==> src/rtl/spi_slave_9952.sv <==
// ============================================================================
//  Module     : spi_slave_9952
//  Description: AD9952-style 3-wire SPI responder. It decodes the instruction
//               byte, fills shadow registers, and copies shadow to active on
//               io_update. All pins are oversampled in the clk domain.
//               Optional feature macro: SPI_9952_RDBACK_EN. When it is
//               defined, readback is driven on sdio.
//  Revision   : 1.0 - initial release
// ============================================================================
`default_nettype none
`timescale 1ns/1ps

module spi_slave_9952 #(
   parameter int SYNC_STAGES = 2
) (
   input  logic        clk,
   input  logic        n_rst,
   input  logic        n_cs,
   input  logic        sclk,
   inout  wire         sdio,
   input  logic        io_update,
   output logic [31:0] cfr1,
   output logic [23:0] cfr2,
   output logic [15:0] asf,
   output logic [7:0]  arr,
   output logic [31:0] ftw,
   output logic [15:0] pow,
   output logic        upd_strobe,
   output logic        err
);

   typedef enum logic [2:0] {
      S_IDLE  = 3'd0,
      S_INSTR = 3'd1,
      S_WDATA = 3'd2,
      S_RDATA = 3'd3,
      S_DONE  = 3'd4
   } state_t;

   // ---------------------------------------------------------------------
   // Pin synchronisers and edge detection
   // ---------------------------------------------------------------------
   logic [SYNC_STAGES-1:0] cs_sync_q;
   logic [SYNC_STAGES-1:0] sclk_sync_q;
   logic [SYNC_STAGES-1:0] sdio_sync_q;
   logic [SYNC_STAGES-1:0] upd_sync_q;
   logic                   sclk_prev_q;
   logic                   upd_prev_q;

   logic w_cs_n_s;
   logic w_sclk_s;
   logic w_sdio_s;
   logic w_upd_s;
   logic w_sclk_rise;
   logic w_upd_rise;

   // Shift every pin through its synchroniser chain and keep the previous sample for edge detection
   always_ff @(posedge clk or negedge n_rst) begin
      if (!n_rst) begin
         cs_sync_q   <= '1;
         sclk_sync_q <= '0;
         sdio_sync_q <= '0;
         upd_sync_q  <= '0;
         sclk_prev_q <= 1'b0;
         upd_prev_q  <= 1'b0;
      end else begin
         cs_sync_q   <= {cs_sync_q[SYNC_STAGES-2:0], n_cs};
         sclk_sync_q <= {sclk_sync_q[SYNC_STAGES-2:0], sclk};
         sdio_sync_q <= {sdio_sync_q[SYNC_STAGES-2:0], sdio};
         upd_sync_q  <= {upd_sync_q[SYNC_STAGES-2:0], io_update};
         sclk_prev_q <= sclk_sync_q[SYNC_STAGES-1];
         upd_prev_q  <= upd_sync_q[SYNC_STAGES-1];
      end
   end

   assign w_cs_n_s    = cs_sync_q[SYNC_STAGES-1];
   assign w_sclk_s    = sclk_sync_q[SYNC_STAGES-1];
   assign w_sdio_s    = sdio_sync_q[SYNC_STAGES-1];
   assign w_upd_s     = upd_sync_q[SYNC_STAGES-1];
   assign w_sclk_rise = w_sclk_s & ~sclk_prev_q;
   assign w_upd_rise  = w_upd_s & ~upd_prev_q;

   // ---------------------------------------------------------------------
   // Register map helpers
   // ---------------------------------------------------------------------
   function automatic logic [2:0] reg_len(input logic [4:0] a);
      case (a)
         5'h00:   reg_len = 3'd4;
         5'h01:   reg_len = 3'd3;
         5'h02:   reg_len = 3'd2;
         5'h03:   reg_len = 3'd1;
         5'h04:   reg_len = 3'd4;
         5'h05:   reg_len = 3'd2;
         default: reg_len = 3'd1;   // invalid addresses still consume one byte
      endcase
   endfunction

   function automatic logic addr_ok(input logic [4:0] a);
      addr_ok = (a <= 5'h05);
   endfunction

   // ---------------------------------------------------------------------
   // Frame state
   // ---------------------------------------------------------------------
   state_t      state_q;
   logic [5:0]  bit_cnt_q;
   logic        rw_q;
   logic [4:0]  addr_q;
   logic [31:0] wsr_q;
   logic        wr_stb_q;
   logic        err_q;

   logic [4:0]  w_addr_dec;
   logic [5:0]  w_last_idx;

   // Address as it stands once the 8th instruction bit is shifted in
   assign w_addr_dec = {addr_q[3:0], w_sdio_s};
   assign w_last_idx = {reg_len(addr_q), 3'b000} - 6'd1;

   // Shadow and active registers
   logic [31:0] sh_cfr1_q, sh_cfr1_d, act_cfr1_q;
   logic [23:0] sh_cfr2_q, sh_cfr2_d, act_cfr2_q;
   logic [15:0] sh_asf_q,  sh_asf_d,  act_asf_q;
   logic [7:0]  sh_arr_q,  sh_arr_d,  act_arr_q;
   logic [31:0] sh_ftw_q,  sh_ftw_d,  act_ftw_q;
   logic [15:0] sh_pow_q,  sh_pow_d,  act_pow_q;
   logic        upd_strobe_q;

`ifdef SPI_9952_RDBACK_EN
   logic [31:0] rsr_q;
   logic        rd_oe_q;
   logic [31:0] w_rd_word;
   logic        w_sclk_fall;

   assign w_sclk_fall = ~w_sclk_s & sclk_prev_q;

   // Left-align the addressed shadow word so the MSB of the register leaves first
   always_comb begin
      w_rd_word = '0;
      case (w_addr_dec)
         5'h00:   w_rd_word = sh_cfr1_q;
         5'h01:   w_rd_word = {sh_cfr2_q, 8'h00};
         5'h02:   w_rd_word = {sh_asf_q, 16'h0000};
         5'h03:   w_rd_word = {sh_arr_q, 24'h000000};
         5'h04:   w_rd_word = sh_ftw_q;
         5'h05:   w_rd_word = {sh_pow_q, 16'h0000};
         default: w_rd_word = '0;
      endcase
   end

   assign sdio = rd_oe_q ? rsr_q[31] : 1'bz;
`else
   assign sdio = 1'bz;
`endif

   // Frame sequencer: instruction decode, data shifting, abort and error tracking
   always_ff @(posedge clk or negedge n_rst) begin
      if (!n_rst) begin
         state_q   <= S_IDLE;
         bit_cnt_q <= '0;
         rw_q      <= 1'b0;
         addr_q    <= '0;
         wsr_q     <= '0;
         wr_stb_q  <= 1'b0;
         err_q     <= 1'b0;
`ifdef SPI_9952_RDBACK_EN
         rsr_q     <= '0;
         rd_oe_q   <= 1'b0;
`endif
      end else begin
         wr_stb_q <= 1'b0;
         if (w_cs_n_s) begin
            // Chip select released: any frame not yet complete is an abort
            if ((state_q == S_INSTR && bit_cnt_q != 6'd0) ||
                state_q == S_WDATA || state_q == S_RDATA) begin
               err_q <= 1'b1;
            end
            state_q   <= S_IDLE;
            bit_cnt_q <= '0;
`ifdef SPI_9952_RDBACK_EN
            rd_oe_q   <= 1'b0;
`endif
         end else begin
            case (state_q)
               S_IDLE: begin
                  state_q   <= S_INSTR;
                  bit_cnt_q <= '0;
               end
               S_INSTR: begin
                  if (w_sclk_rise) begin
                     addr_q <= w_addr_dec;
                     if (bit_cnt_q == 6'd0) begin
                        rw_q <= w_sdio_s;
                     end
                     if (bit_cnt_q == 6'd7) begin
                        bit_cnt_q <= '0;
                        if (!addr_ok(w_addr_dec)) begin
                           err_q <= 1'b1;
                        end
                        if (rw_q) begin
                           state_q <= S_RDATA;
`ifdef SPI_9952_RDBACK_EN
                           rsr_q   <= w_rd_word;
`endif
                        end else begin
                           state_q <= S_WDATA;
                        end
                     end else begin
                        bit_cnt_q <= bit_cnt_q + 6'd1;
                     end
                  end
               end
               S_WDATA: begin
                  if (w_sclk_rise) begin
                     wsr_q <= {wsr_q[30:0], w_sdio_s};
                     if (bit_cnt_q == w_last_idx) begin
                        state_q  <= S_DONE;
                        wr_stb_q <= addr_ok(addr_q);
                     end else begin
                        bit_cnt_q <= bit_cnt_q + 6'd1;
                     end
                  end
               end
               S_RDATA: begin
                  if (w_sclk_rise) begin
                     if (bit_cnt_q == w_last_idx) begin
                        state_q <= S_DONE;
`ifdef SPI_9952_RDBACK_EN
                        rd_oe_q <= 1'b0;
`endif
                     end else begin
                        bit_cnt_q <= bit_cnt_q + 6'd1;
                     end
                  end
`ifdef SPI_9952_RDBACK_EN
                  // First fall enables the driver with the MSB; later falls advance the word
                  if (w_sclk_fall) begin
                     if (!rd_oe_q) begin
                        rd_oe_q <= 1'b1;
                     end else begin
                        rsr_q <= {rsr_q[30:0], 1'b0};
                     end
                  end
`endif
               end
               S_DONE: begin
                  state_q <= S_DONE;
               end
               default: begin
                  state_q <= S_IDLE;
               end
            endcase
         end
      end
   end

   // Next shadow contents: a completed write frame lands as a whole word
   always_comb begin
      sh_cfr1_d = sh_cfr1_q;
      sh_cfr2_d = sh_cfr2_q;
      sh_asf_d  = sh_asf_q;
      sh_arr_d  = sh_arr_q;
      sh_ftw_d  = sh_ftw_q;
      sh_pow_d  = sh_pow_q;
      if (wr_stb_q) begin
         case (addr_q)
            5'h00:   sh_cfr1_d = wsr_q;
            5'h01:   sh_cfr2_d = wsr_q[23:0];
            5'h02:   sh_asf_d  = wsr_q[15:0];
            5'h03:   sh_arr_d  = wsr_q[7:0];
            5'h04:   sh_ftw_d  = wsr_q;
            5'h05:   sh_pow_d  = wsr_q[15:0];
            default: ;
         endcase
      end
   end

   // Shadow update and io_update transfer; the transfer uses next-shadow so a same-clock write wins
   always_ff @(posedge clk or negedge n_rst) begin
      if (!n_rst) begin
         sh_cfr1_q    <= '0;
         sh_cfr2_q    <= '0;
         sh_asf_q     <= '0;
         sh_arr_q     <= '0;
         sh_ftw_q     <= '0;
         sh_pow_q     <= '0;
         act_cfr1_q   <= '0;
         act_cfr2_q   <= '0;
         act_asf_q    <= '0;
         act_arr_q    <= '0;
         act_ftw_q    <= '0;
         act_pow_q    <= '0;
         upd_strobe_q <= 1'b0;
      end else begin
         sh_cfr1_q    <= sh_cfr1_d;
         sh_cfr2_q    <= sh_cfr2_d;
         sh_asf_q     <= sh_asf_d;
         sh_arr_q     <= sh_arr_d;
         sh_ftw_q     <= sh_ftw_d;
         sh_pow_q     <= sh_pow_d;
         upd_strobe_q <= w_upd_rise;
         if (w_upd_rise) begin
            act_cfr1_q <= sh_cfr1_d;
            act_cfr2_q <= sh_cfr2_d;
            act_asf_q  <= sh_asf_d;
            act_arr_q  <= sh_arr_d;
            act_ftw_q  <= sh_ftw_d;
            act_pow_q  <= sh_pow_d;
         end
      end
   end

   assign cfr1       = act_cfr1_q;
   assign cfr2       = act_cfr2_q;
   assign asf        = act_asf_q;
   assign arr        = act_arr_q;
   assign ftw        = act_ftw_q;
   assign pow        = act_pow_q;
   assign upd_strobe = upd_strobe_q;
   assign err        = err_q;

endmodule

`default_nettype wire
==> config.mk <==
export PLATFORM = sky130hd
export DESIGN_NAME = spi_slave_9952
export DESIGN_NICKNAME = d
export VERILOG_FILES = /design/src/rtl/spi_slave_9952.sv
export SDC_FILE = /design/constraint.sdc
export NUM_CORES = 1
export LEC_CHECK = 0
export ABC_AREA = 1
export CORE_MARGIN = 3
export CORE_UTILIZATION = 50
export CTS_CLUSTER_SIZE = 12
export DETAILED_ROUTE_END_ITERATION = 6
export PLACE_DENSITY = 0.71
export SKIP_CTS_REPAIR_TIMING = 1
export SLEW_MARGIN = 20
export SYNTH_ARGS = -nofsm -noshare
export SYNTH_HDL_FRONTEND = slang
export SYNTH_SLANG_ARGS = --single-unit
export TNS_END_PERCENT = 100
==> constraint.sdc <==
create_clock -name clk -period 2.4 [get_ports clk]
set_clock_uncertainty 0.05 [all_clocks]
set_input_delay 0.48 -clock clk [delete_from_list [all_inputs] [get_ports clk]]
set_output_delay 0.48 -clock clk [all_outputs]
set_load 0.005 [all_outputs]
==> flow_summary.yaml, run 1 <==
timing:
  finalCriticalPeriod_ns: 2.23
  period_share_pct: 92.8
  fmax_ghz: 0.449
  hold_violations: 0
  drv_slew: 0
  setup_tns_ns: 0
  relSlewSlack_pct: 59.8
  setup_viol: 0
  worst_slew_pin_slew_ns: 0.603
  timing.hold.ws_ns: 0.297
  rsz0062_at_grt: "no"
final_layout:
  drive_above_1_share_pct: 23.7
  area_growth_pct: 23.6
  diodes: 0
  fin_nets: 1147
  final_core_util_pct: 63.4
worst_hold_path:
  hold_class: "reg2reg"
logic_synthesis:
  synth_edf_count: 0
  yosys.area.top_type: "dfrtp_1"
  synthCells: 990
  ys_dominant_reg_cell: "dfrtp_1"
  synth_top_area_share_pct: 64.9
  syn_area_per_cell_sq_um: 12.2
  synth_cell_type_count: 38
  yosys_warnings: 0
  synthTopCellsByArea: "dfrtp_1, mux2_2, a21oi_2, nand2_1, nor2_1"
  seq_area_frac_synth_pct: 65.3
  ys_seq_elements: 316
  netlist_area_sq_mm: 0.0121
  synth-async-reset-ratio_pct: 100
clocking:
  root_buffer: "clkbuf_16"
  cts_buffers: 34
  clock_sinks: 316
  insertion_delay_ns: 0.50
  clk_pin_slew_worst_paths_ns: 0.06
  clock_path_buffers: 3
  tritoncts: "done"
  h-tree-depth: 2
route:
  met1_length_um: 11200
  drt-initial-drc-count: 361
  wire_per_inst_um: 16.4
  ant_nets: 0
  routed_wl_um: 24300
  viasPerCell: 5.10
  route.detailed.drc: 0
  wl_met2_um: 11300
  dr.pass1.iters: 4
  num_vias: 7549
  wl_met3_um: 1130
  top_layer: "met4"
power:
  p_leak_nw: 6.96
  vdd_ir_drop_max_mv: 0.493
  power_density_mw_per_mm2: 760
critical_path:
  crit_type: "reg2reg"
  crit_path_end_kind: "flip-flop"
  crit_required_ns: 2.74
  crit_arrival_ns: 2.57
  start_kind: "flip-flop"
  crit_fanout: 6
global_route:
  grt_max_degree: 102
  antenna_found_initial: 0
  track_usage_pct: 19.3
  grt_pass1_wl_um: 40900
  grt_pass1_vias: 7903
  grt_overflow: 0
die:
  io_pins: 136
  start_util_pct: 51.3
  die_w_um: 162
  rows: 56
  core_area_sq_mm: 0.0236
  fp.dieH_um: 162
  dieArea_sq_mm: 0.0261
outcome:
  status: "finished clean"
place:
  io_buffers: 134
  finalWeightedCongestion: 0.830
  hpwl_um: 15600
run:
  maxCapViolCount: 0
-- worst max-delay path: stages (launching register included) --
cell     delay [ns]
dfrtp_1        0.47
nor2_4         0.17
nand3_1        0.13
nand2_1        0.10
a31oi_1        0.04
ha_1           0.30
nand2_1        0.08
nand2_1        0.05
nor2_1         0.09
nand2_1        0.07
nor2_2         0.14
nand3_1        0.12
nand2_1        0.13
nand2_1        0.08
nand2_1        0.06
nand2_1        0.05
-- cell usage in the layout, fill, tap and decap left out, drive strengths merged, types with 3 or more instances in the layout --
cell / synthesis / routed
a21oi: 82 / 82
buf: 28 / 26
clkbuf: 20 / 53
clkdlybuf4s50: 0 / 133
dfrtp: 314 / 314
ha: 3 / 3
inv: 56 / 58
mux2: 128 / 128
nand2: 121 / 121
nand3: 19 / 19
nand4: 4 / 4
nor2: 104 / 104
nor3: 4 / 4
o21ai: 92 / 92
or2: 3 / 3
-- state kept, by name, indices dropped and copies added (netlist names), 6 cells and up --
register	flops
pow	16
sh_cfr2_q	24
cfr1	32
ftw	32
sh_ftw_q	32
bit_cnt_q	6
cfr2	24
sh_pow_q	16
asf	16
sh_arr_q	8
wsr_q	32
arr	8
sh_cfr1_q	32
sh_asf_q	16
-- per-layer routing --
layer  global-route usage [%]  vias up
li1                         -     3582
met1                     26.6     3763
met2                     31.2      154
met3                     4.05       50
met4                     5.75        0
met5                        0        -
-- power by group --
| group | leakage (nW) | switching, mW | internal, mW |
|---|---|---|---|
| logic | 2.06 | 0.642 | 0.307 |
| registers | 4.38 | 0.0847 | 5.42 |
| clock network | 0.521 | 2.00 | 2.93 |
| total | 6.96 | 2.73 | 8.65 |
-- final cells by class --
type | count | area (sq um)
fill | 1868 | 8650
multi-input combinational | 571 | 3740
sequential | 316 | 7910
timing repair buffer | 160 | 1640
inverter | 56 | 210
clock buffer | 53 | 1020
clock inverter | 4 | 38.8
tap | 319 | 399
-- cell families after synthesis --
logic type | after synthesis | synth area share [%]
XOR/XNOR | 4 | 0.289
adder cells (fa/ha/maj) | 3 | 0.310
AO/OA/AOI/OAI | 178 | 9.04
multiplexers | 128 | 11.9
buffers and inverters | 104 | 4.09
other | 1 | 0.0310
flip-flops | 316 | 65.3
AND/OR/NAND/NOR | 256 | 8.99
-- synth_stat cells (7+ instances only) --
cell type    n
inv_1       53
a21oi_2     52
o21ai_0     60
nor2_1      97
nand2_1    120
o21ai_1     32
a21oi_1     30
dfrtp_1    314
buf_2       13
nand3_1     17
buf_4        7
clkbuf_1    20
mux2_2     128
-- metrics by stage --
stage / instances / setup slack [ns] / instance area [sq um] / total power, mW
global route: 1479 / 0.000201 / 15000 / 11.9
CTS: 1476 / 0.0605 / 14900 / 11.5
finish: 1479 / 0.172 / 15000 / 11.4
floorplan: 991 / 0.345 / 12100 / 6.18
detailed placement: 1419 / 0.0639 / 13900 / 6.51
global placement: 1419 / 0.194 / 13900 / 6.47
-- final timing paths --
path | start | to | slack [ns] | depth (start not counted)
max | addr_q[1] | state_q[0] | 0.17 | 15
min | sclk_sync_q[0] | sclk_sync_q[1] | 0.30 | 0
max reg2reg | addr_q[1] | state_q[0] | 0.17 | 15
min reg2reg | sclk_sync_q[0] | sclk_sync_q[1] | 0.30 | 0
max in group asynchronous | n_rst | wsr_q[29] | 1.15 | 4
min in group asynchronous | n_rst | cfr1[25] | 0.41 | 2
Power figures use the tool's default switching activity.
==> inputs of run 2 (changes only) <==
CORE_MARGIN = 4   (was 3)
SLEW_MARGIN = 30   (was 20)
==> run 2 against run 1 <==
Compared with the run above: cell count decreased by 0.34%; clock power decreased by 4.5%; critical path depth unchanged; hold slack got worse by 0.0062 ns; routed wire length increased by 1.4%.
==> flow_summary.yaml, run 2 (synthesis results as in run 1) <==
route:
  routed_wl_um: 24600
  dr.pass1.iters: 6
  viasPerCell: 5.09
  ant_nets: 0
  wire_per_inst_um: 16.7
  num_vias: 7502
  drt-initial-drc-count: 479
  route.detailed.drc: 0
final_layout:
  finalNonFillerCells: 1474
  fin_nets: 1148
  area_growth_pct: 23.2
  seqCellArea_sq_mm: 0.00791
  design_area_sq_mm: 0.0149
  mostFrequentLayoutCells: "dfrtp_1, clkdlybuf4s50_1, mux2_2, nand2_1, nor2_1"
  multi_input_area_sq_mm: 0.00376
  final_common_cell: "dfrtp_1"
  nFillCells: 1832
  drive_above_1_share_pct: 23.9
  diodes: 0
timing:
  hold_violations: 0
  timing.hold.ws_ns: 0.291
  finalCriticalPeriod_ns: 2.27
  rsz0062_at_grt: "yes"
  setup_viol: 0
  period_share_pct: 94.7
  setup_tns_ns: 0
  drv_slew: 0
  fmax_ghz: 0.440
die:
  die_w_um: 164
  core_area_sq_mm: 0.0236
  dieArea_sq_mm: 0.0268
  rows: 56
  start_util_pct: 51.3
  io_pins: 136
  fp.dieH_um: 164
clocking:
  root_buffer: "clkbuf_16"
  clock_sinks: 316
  clock_path_buffers: 3
  insertion_delay_ns: 0.51
  clk_pin_slew_worst_paths_ns: 0.06
  cts_buffers: 34
  h-tree-depth: 2
  tritoncts: "done"
place:
  finalWeightedCongestion: 0.869
  place_area_sq_mm: 0.0138
  io_buffers: 134
  place_inst: 1418
  hpwl_um: 15700
worst_hold_path:
  hold_class: "reg2reg"
critical_path:
  crit_path_end_kind: "flip-flop"
  crit_fanout: 7
  start_kind: "flip-flop"
  crit_arrival_ns: 2.62
  crit_required_ns: 2.74
  crit_type: "reg2reg"
power:
  p_int_mw: 8.45
  switching_share_pct: 24.5
  pwr-share-clk_pct: 42.0
  p_leak_nw: 6.93
  power_density_mw_per_mm2: 751
  combinationalPowerShare_pct: 8.8
  vdd_ir_drop_max_mv: 0.472
  p_switching_mw: 2.75
  p_seq_share_pct: 49.1
run:
  maxCapViolCount: 0
global_route:
  grt_max_degree: 67
  grt_pass1_wl_um: 40800
  antenna_found_initial: 0
  grt_overflow: 0
  track_usage_pct: 19.0
  grt_pass1_vias: 7679
outcome:
  status: "finished clean"
-- run 2: cell count changes in the layout (fill, tap and decap cells not counted), sizes merged --
cell / delta
inv: +1
clkinv: +2
buf: +1
clkbuf: -9
-- run 2: power by group through the flow --
stage	combinational [mW]	sequential, mW	clock, mW
2_1_floorplan	0.605	5.57	0
3_3_place_gp	0.881	5.59	0
3_5_place_dp	0.907	5.59	0
4_1_cts	0.919	5.49	4.84
5_1_grt	1.11	5.51	5.10
6_report	0.991	5.50	4.71
-- run 2: critical path, cell delays in order, from the launching register on --
cell and delay [ns]:
dfrtp_1 0.42, nor2_4 0.21, nand4_1 0.17, nand2_1 0.10
a31oi_1 0.05, ha_1 0.30, nand2_1 0.07, nand2_1 0.06
nor2_2 0.10, nand2_2 0.08, nor2_4 0.14, nand3_1 0.10
nand2_1 0.11, nand2_1 0.07, nand2_1 0.06, nand2_1 0.04
-- run 2: worst paths after layout --
kind,startpoint,end,slack [ns],cells after the start
max in group asynchronous,n_rst,bit_cnt_q[0],1.05,3
setup reg to reg,addr_q[3],state_q[0],0.13,15
min in group asynchronous,n_rst,sh_ftw_q[26],0.46,2
setup / recovery,addr_q[3],state_q[0],0.13,15
hold / removal,sdio_sync_q[0],sdio_sync_q[1],0.29,0
hold reg to reg,sdio_sync_q[0],sdio_sync_q[1],0.29,0
-- run 2: metrics by stage --
step           utilization [%]  setup slack, ns  total power, mW
2_1_floorplan                -            0.345             6.18
3_3_place_gp              58.6            0.181             6.47
3_5_place_dp              58.6           0.0762             6.49
4_1_cts                   62.8          0.00300             11.3
5_1_grt                   63.2          -0.0409             11.7
6_report                  63.2            0.126             11.2
-- run 2: final cells by class --
class                   count  share of cell area [%]
multi-input cells         571                    25.2
clock buffers              44                    6.22
well taps                 319                    2.68
flip-flops and latches    316                    53.0
inverters                  56                    1.41
repair buffers            161                    11.1
clock inverters             7                   0.403
-- run 2: routing by layer --
metal	vias up	GRT usage, %	wire length [um]
met5	-	0	0
met4	0	4.57	449
met3	37	4.21	1220
met2	155	30.0	11600
met1	3730	27.2	11400
li1	3580	-	-
